**src/rtl/count_dir_pkg.sv**
```systemverilog
// Shared types and helpers for the counter direction controller.
// Holds the debounce state encoding and the terminal-count helper.
package count_dir_pkg;

  typedef enum logic [1:0] {
    DB_LOW  = 2'd0,
    DB_RISE = 2'd1,
    DB_HIGH = 2'd2,
    DB_FALL = 2'd3
  } db_state_t;

  localparam int DEB_CNT_W = 8;

  // Terminal count of an unsigned counter of width cw.
  function automatic int unsigned cnt_max(input int unsigned cw);
    return (32'd1 << cw) - 32'd1;
  endfunction

endpackage

```
**src/rtl/btn_debounce.sv**
```systemverilog
// Two-flop synchronizer plus four-state debouncer for the direction button.
// Emits the debounced level and a single-cycle press strobe on accepted rises.
module btn_debounce
  import count_dir_pkg::*;
#(
  parameter int DEB_CYCLES = 4
) (
  input  logic clk_i,
  input  logic clr_i,
  input  logic btn_i,
  output logic btn_db_o,
  output logic press_o
);

  localparam logic [DEB_CNT_W-1:0] CNT_LAST = DEB_CNT_W'(DEB_CYCLES - 1);

  logic                 s1_q, s2_q;
  db_state_t            state_q, state_d;
  logic [DEB_CNT_W-1:0] cnt_q, cnt_d;
  logic                 btn_db_q, btn_db_d;
  logic                 press_d;

  always_ff @(posedge clk_i) begin
    if (clr_i) begin
      s1_q     <= 1'b0;
      s2_q     <= 1'b0;
      state_q  <= DB_LOW;
      cnt_q    <= '0;
      btn_db_q <= 1'b0;
    end else begin
      s1_q     <= btn_i;
      s2_q     <= s1_q;
      state_q  <= state_d;
      cnt_q    <= cnt_d;
      btn_db_q <= btn_db_d;
    end
  end

  // cnt holds how many consecutive samples have disagreed with the accepted level.
  always_comb begin
    state_d  = state_q;
    cnt_d    = cnt_q;
    btn_db_d = btn_db_q;
    press_d  = 1'b0;
    unique case (state_q)
      DB_LOW: begin
        if (s2_q) begin
          state_d = DB_RISE;
          cnt_d   = DEB_CNT_W'(1);
        end
      end
      DB_RISE: begin
        if (!s2_q) begin
          state_d = DB_LOW;
          cnt_d   = '0;
        end else if (cnt_q == CNT_LAST) begin
          state_d  = DB_HIGH;
          cnt_d    = '0;
          btn_db_d = 1'b1;
          press_d  = 1'b1;
        end else begin
          cnt_d = cnt_q + DEB_CNT_W'(1);
        end
      end
      DB_HIGH: begin
        if (!s2_q) begin
          state_d = DB_FALL;
          cnt_d   = DEB_CNT_W'(1);
        end
      end
      DB_FALL: begin
        if (s2_q) begin
          state_d = DB_HIGH;
          cnt_d   = '0;
        end else if (cnt_q == CNT_LAST) begin
          state_d  = DB_LOW;
          cnt_d    = '0;
          btn_db_d = 1'b0;
        end else begin
          cnt_d = cnt_q + DEB_CNT_W'(1);
        end
      end
      default: begin
        state_d = DB_LOW;
        cnt_d   = '0;
      end
    endcase
  end

  assign btn_db_o = btn_db_q;
  assign press_o  = press_d;

endmodule

```
**src/rtl/count_dir_ctrl.sv**
```systemverilog
// Drives the up/down counter's mode bit: toggles on clean button presses and,
// in auto mode, reverses one cycle ahead of each terminal count.
module count_dir_ctrl
  import count_dir_pkg::*;
#(
  parameter int DEB_CYCLES = 4,
  parameter int CW         = 3
) (
  input  logic          clk,
  input  logic          clr,
  input  logic          btn,
  input  logic          auto_en,
  input  logic [CW-1:0] q,
  output logic          m,
  output logic          btn_db,
  output logic          dir_chg
);

  localparam logic [CW-1:0] MAX       = CW'(cnt_max(CW));
  localparam logic [CW-1:0] Q_PRE_TOP = MAX - CW'(1);
  localparam logic [CW-1:0] Q_PRE_BOT = CW'(1);

  logic press;
  logic af;
  logic toggle;
  logic m_q, m_d;
  logic dir_chg_q, dir_chg_d;

  btn_debounce #(
    .DEB_CYCLES(DEB_CYCLES)
  ) u_debounce (
    .clk_i   (clk),
    .clr_i   (clr),
    .btn_i   (btn),
    .btn_db_o(btn_db),
    .press_o (press)
  );

  // Flip on the edge where the counter lands on a terminal value, so it reverses next edge.
  assign af = auto_en & ((~m_q & (q == Q_PRE_TOP)) | (m_q & (q == Q_PRE_BOT)));

  // A press coinciding with an auto flip still yields a single inversion.
  assign toggle = press | af;

  always_comb begin
    m_d       = m_q ^ toggle;
    dir_chg_d = toggle;
  end

  always_ff @(posedge clk) begin
    if (clr) begin
      m_q       <= 1'b0;
      dir_chg_q <= 1'b0;
    end else begin
      m_q       <= m_d;
      dir_chg_q <= dir_chg_d;
    end
  end

  assign m       = m_q;
  assign dir_chg = dir_chg_q;

endmodule

```
**config.mk**
```make
export PLATFORM = sky130hd
export DESIGN_NAME = count_dir_ctrl
export DESIGN_NICKNAME = d
export VERILOG_FILES = /design/src/rtl/count_dir_pkg.sv /design/src/rtl/btn_debounce.sv /design/src/rtl/count_dir_ctrl.sv
export SDC_FILE = /design/constraint.sdc
export NUM_CORES = 1
export LEC_CHECK = 0
export ABC_AREA = 1
export BUFFER_PORTS_ARGS = -buffer_cell sky130_fd_sc_hd__buf_2
export CORE_ASPECT_RATIO = 1.1
export CORE_UTILIZATION = 54
export DETAILED_ROUTE_END_ITERATION = 12
export PLACE_DENSITY = 0.81
export SKIP_CTS_REPAIR_TIMING = 1
export SLEW_MARGIN = 20
export SYNTH_ARGS = -nofsm -noshare
export SYNTH_HDL_FRONTEND = slang
export SYNTH_HIERARCHICAL = 1
export SYNTH_SLANG_ARGS = --single-unit
```
**constraint.sdc**
```tcl
create_clock -name clk -period 1.5 [get_ports clk]
set_input_delay 0.225 -clock clk [delete_from_list [all_inputs] [get_ports clk]]
set_output_delay 0.225 -clock clk [all_outputs]
set_load 0.1 [all_outputs]
```
Word level (Yosys, flattened, before mapping):

Cells that the tools add are included.

* output and inout bits: 3
* input bits: 7
* flip-flop bits (word level): 15
* logic and storage cells: 55

* bitwise logic cells: 7
* multiplexer cells: 21
* add/subtract/negate cells: 1
* reductions and logical operators: 5
* eq/ne operators: 14

Operators by type and width (count)
* $mux W8: 5
* $pmux W8 S4: 1
* $mux W2: 6
* $add A8 B1 Y8 const B: 1
* $eq A8 B2 Y1 const B: 1
* $ne A2 B1 Y1 const B: 4
* $pmux W2 S4: 1
* $mux W1: 7
* $reduce_and A5 Y1: 1
* $eq A2 B2 Y1 const B: 2
* $ne A2 B2 Y1 const B: 2
* $reduce_and A4 Y1: 1
* $and A1 B1 Y1: 3
* $eq A3 B1 Y1 const B: 1
* $eq A3 B3 Y1 const B: 1
* $ne A3 B1 Y1 const B: 1
* $ne A3 B3 Y1 const B: 1
* $eq A2 B1 Y1 const B: 1
* $logic_not A2 Y1: 1
* $or A1 B1 Y1: 2
* $pmux W1 S2: 1
* $reduce_and A2 Y1: 1
* $reduce_bool A2 Y1: 1
* $not A1 Y1: 1
* $xor A1 B1 Y1: 1

Logic depth before layout (Yosys ltp):

* depth after elaboration: 6
* gate-level depth with buffers: 9

Modules after synthesis:

The synthesis kept the hierarchy.

By module, submodules not included
* btn_debounce: cells each 108, instances 1, seq. area each 260.2 um2, area each 686.9 um2
* count_dir_ctrl: cells each 19, instances 1, seq. area each 40.0 um2, area each 131.4 um2

Least setup slack after synthesis:

No wires, ideal clock.

* kind: reg-to-reg
* start: register m_q (netlist: m)
* end: register m_q (netlist: m)
* data arrival time: 1.509 ns
* cell stages (with the launch flop): 6
* required time: 1.385 ns
* slack: -0.124 ns
* period minus slack after synthesis: 1.624 ns
* setup time: 0.115 ns
* path through: dfxtp_1 > inv_1 > nand2_2 > nand3_2 > a21oi_1 > nor2_1

* cells in the longest elaborated chain, start to end: 6

Ends and longest elaborated chain
* start, declared: RTL line count_dir_ctrl.sv:26 `logic m_q, m_d;`
* start signal, assigned: RTL line count_dir_ctrl.sv:55 `m_q <= m_d;`
* $not A1 Y1: RTL line count_dir_ctrl.sv:40 `assign af = auto_en & ((~m_q & (q == Q_PRE_TOP)) | (m_q & (q == Q_PRE_BOT)));`
* $and A1 B1 Y1: RTL line count_dir_ctrl.sv:40
* $or A1 B1 Y1: RTL line count_dir_ctrl.sv:40
* $and A1 B1 Y1: RTL line count_dir_ctrl.sv:40
* $or A1 B1 Y1: RTL line count_dir_ctrl.sv:43 `assign toggle = press | af;`
* $xor A1 B1 Y1 *: RTL line count_dir_ctrl.sv:46 `m_d = m_q ^ toggle;`

Mark *: on every way between the ends. The rest lies on a longest branch, timed or not.
A chain may end at the register's enable or synchronous reset.

Worst setup path after layout:

* start: register u_debounce.cnt_q[0]
* end: register m_q (netlist: m)

* cells in the longest elaborated chain, start to end: 6

Ends and longest elaborated chain
* start, declared: RTL line btn_debounce.sv:19 `logic [DEB_CNT_W-1:0] cnt_q, cnt_d;`
* start signal, assigned: RTL line btn_debounce.sv:34 `cnt_q <= cnt_d;`
* $eq A8 B2 Y1: RTL line btn_debounce.sv:56 `end else if (cnt_q == CNT_LAST) begin`
* $mux W1: RTL line btn_debounce.sv:56
* $mux W1: RTL line btn_debounce.sv:53 `if (!s2_q) begin`
* $mux W1: RTL line btn_debounce.sv:45 `unique case (state_q)`
* named net press: RTL line count_dir_ctrl.sv:23 `logic press;`
* $or A1 B1 Y1: RTL line count_dir_ctrl.sv:43
* $xor A1 B1 Y1: RTL line count_dir_ctrl.sv:46

The timed path passes the listed nets, and every way through them passes these cells.

==> flow_summary.ini <==
[status]
status = finished, final reports clean

[power]
ir_drop_mv = 0.533
power.leakage_nw = 0.424
powerDensity_nw_per_um2 = 849

[clock_network]
cts_buffers = 3
clk_pin_slew_ps = 90
cts_sinks = 15
cts_max_path_buffers = 2
clock_latency_ps = 290
h-tree-depth = 1
root_buffer = clkbuf_4
cts_tree = built

[critical_path]
end_kind = register
crit_buf_inv = 2
crit_type = reg -> reg
cp.arrival_ps = 1520
worst_path_largest_cell_delay_ps = 370
path_cells = ha_2 > nand2_1 > nor2_4 > nand3_1 > inv_1 > inv_1 > a21oi_1 > nor2_1
cp_slowest_cell = dfxtp_2
critPathLaunchType = register
crit_family = simple AND/OR/NAND/NOR gates
worstPathMaxFanout = 4
worst_path_most_repeated_cell = inv_1
cp.required_ps = 1690

[timing]
setup_tns_ps = 0
slew_headroom_pct = 67.9
worst_slew_pin_slew_ps = 485
layout_min_cycle_time_ps = 1320
max_freq_mhz = 755
setup_viol = 0
hold_viol = 0
worst_clock_skew_ps = 5.33
period_share_pct = 88.3
maxSlewViolCount = 0
rsz0062_at_grt = no

[yosys]
yosys.area_share.simple_pct = 37.0
synthTopCellsByCount = nand2_1, inv_1, dfxtp_1, nor2_1, a21oi_1
synthMuxAreaShare_pct = 0
synthAdderAreaFrac_pct = 1.53
synth-compound-area-share_pct = 12.8
yosysMostFrequentCell = nand2_1
syn_nets = 135
synth-edff-count = 0
synth_top_cell_by_area = dfxtp_1
ys_types = 19
synthXorXnorAreaFrac_pct = 0
async_flop_share_pct = 0
synth_ff_type = dfxtp_1
syn_area_um2 = 818
synth_cells = 127
yosysWarnings = 6
yosys.area.top_type_share_pct = 36.7
synth_area_leaders = dfxtp_1, nand2_1, inv_1, nor2_1, a21oi_1
synth_area_per_cell_um2 = 6.44
ys_seq_area_share_pct = 36.7
synth_top_family_by_area = simple AND/OR/NAND/NOR gates
ys_seq_elements = 15

[floorplanning]
initial_utilization_pct = 59.1
num_io_pins = 10
fp.dieW_um = 39.1
num_rows = 14
core_um2 = 1380
fp.dieH_um = 42.8
die-area_um2 = 1680

[routing]
vias = 768
wl_um = 1590
wl_per_cell_um = 10.2
ant_nets = 0
firstDrtPassIters = 5
drc = 0
drt_iter0_markers = 22
via_per_inst = 4.95

[global_routing]
grt_usage_pct = 23.4
grt_pass1_vias = 669
grt_remaining_overflow = 0
grt_max_degree = 13
grt_pass1_wl_um = 2660
grt_antenna_before_repair = 0

[final_layout]
final_area_um2 = 917
areaGrowthSynthToFinish_pct = 12.1
num_antenna_cells = 0
drive_gt1_share_pct = 20.9
fill_cells = 124
fin_nets = 148

[min_path]
min_path_type = in -> reg

[place]
gp_congestion = 0.844
postPlaceCellArea_um2 = 881
hpwlAfterDp_um = 1200
io_buffers = 9

[job]
maxCapViolations = 0
-- cell usage in the layout, fill, tap and decap left out, types with 3 or more instances in the layout --
| cell | netlist | layout |
|---|---|---|
| nand3_1 | 6 | 6 |
| a21oi_1 | 10 | 10 |
| buf_2 | 0 | 9 |
| nand3_2 | 4 | 4 |
| dfxtp_1 | 15 | 12 |
| nand2_1 | 37 | 37 |
| clkbuf_4 | 0 | 3 |
| o21ai_0 | 4 | 4 |
| dfxtp_2 | 0 | 3 |
| inv_1 | 24 | 24 |
| nor2_1 | 14 | 14 |
-- path summary, 6_finish.rpt --
check,startpoint,endpoint,slack [ps],cells past startpoint
hold / removal,btn,u_debounce/s1_q,130,3
setup / recovery,u_debounce/cnt_q[0],m,180,8
hold reg to reg,u_debounce/s1_q,u_debounce/s2_q,410,2
setup reg to reg,u_debounce/cnt_q[0],m,180,8
-- worst register-to-register path: cells and delay by family (launching register included) --
family | cells | cell delay [ps]
AND/OR/NAND/NOR | 4 | 380
flip-flops | 1 | 370
adder cells (fa/ha/maj) | 1 | 210
AO/OA/AOI/OAI | 1 | 140
buffers and inverters | 2 | 120
-- final cells by class --
type / instances / area [um2] / area share (%)
Sequential cell: 15 / 304 / 33.2
Clock buffer: 4 / 26.3 / 2.86
Multi-Input combinational cell: 86 / 428 / 46.7
Inverter: 25 / 93.8 / 10.2
Timing Repair Buffer: 9 / 45.0 / 4.91
Tap cell: 16 / 20.0 / 2.18
-- report_power, final --
part           internal (mW)  total, mW  switching [mW]
Combinational         0.0340      0.114          0.0796
Clock                  0.104      0.233           0.130
Sequential             0.417      0.432          0.0153
-- kinds of logic (layout without fill, tap and decap cells) --
family	Yosys count	count (layout)
buffers and inverters	26	38
AO/OA/AOI/OAI	18	18
flip-flops	15	15
AND/OR/NAND/NOR	67	67
adder cells (fa/ha/maj)	1	1
-- per-layer routing --
metal	up-vias	share of wire (%)	global-route usage, %
li1	416	-	-
met1	336	45	25.9
met3	5	2.9	4.71
met5	-	0	0
met2	11	50	39.0
met4	0	2.5	14.5
-- registers in the layout (all words and copies together), names as in the netlist, named ones only --
signal               count
u_debounce/s2_q          1
u_debounce/btn_db_o      1
dir_chg                  1
u_debounce/cnt_q         8
u_debounce/s1_q          1
u_debounce/state_q       1
m                        1
-- through the flow --
stage               hold WS [ps]  worst slack (ps)  util [%]  power, mW  std cells
floorplan                    294               168         -      0.522        127
global placement             389               144      63.7      0.549        151
detailed placement           399               101      63.7      0.553        151
CTS                          125              86.4      65.6      0.787        155
global route                 155              14.1      66.3      0.820        155
finish                       129               175      66.3      0.779        155
No activity file was read; power rests on OpenSTA's default activity.
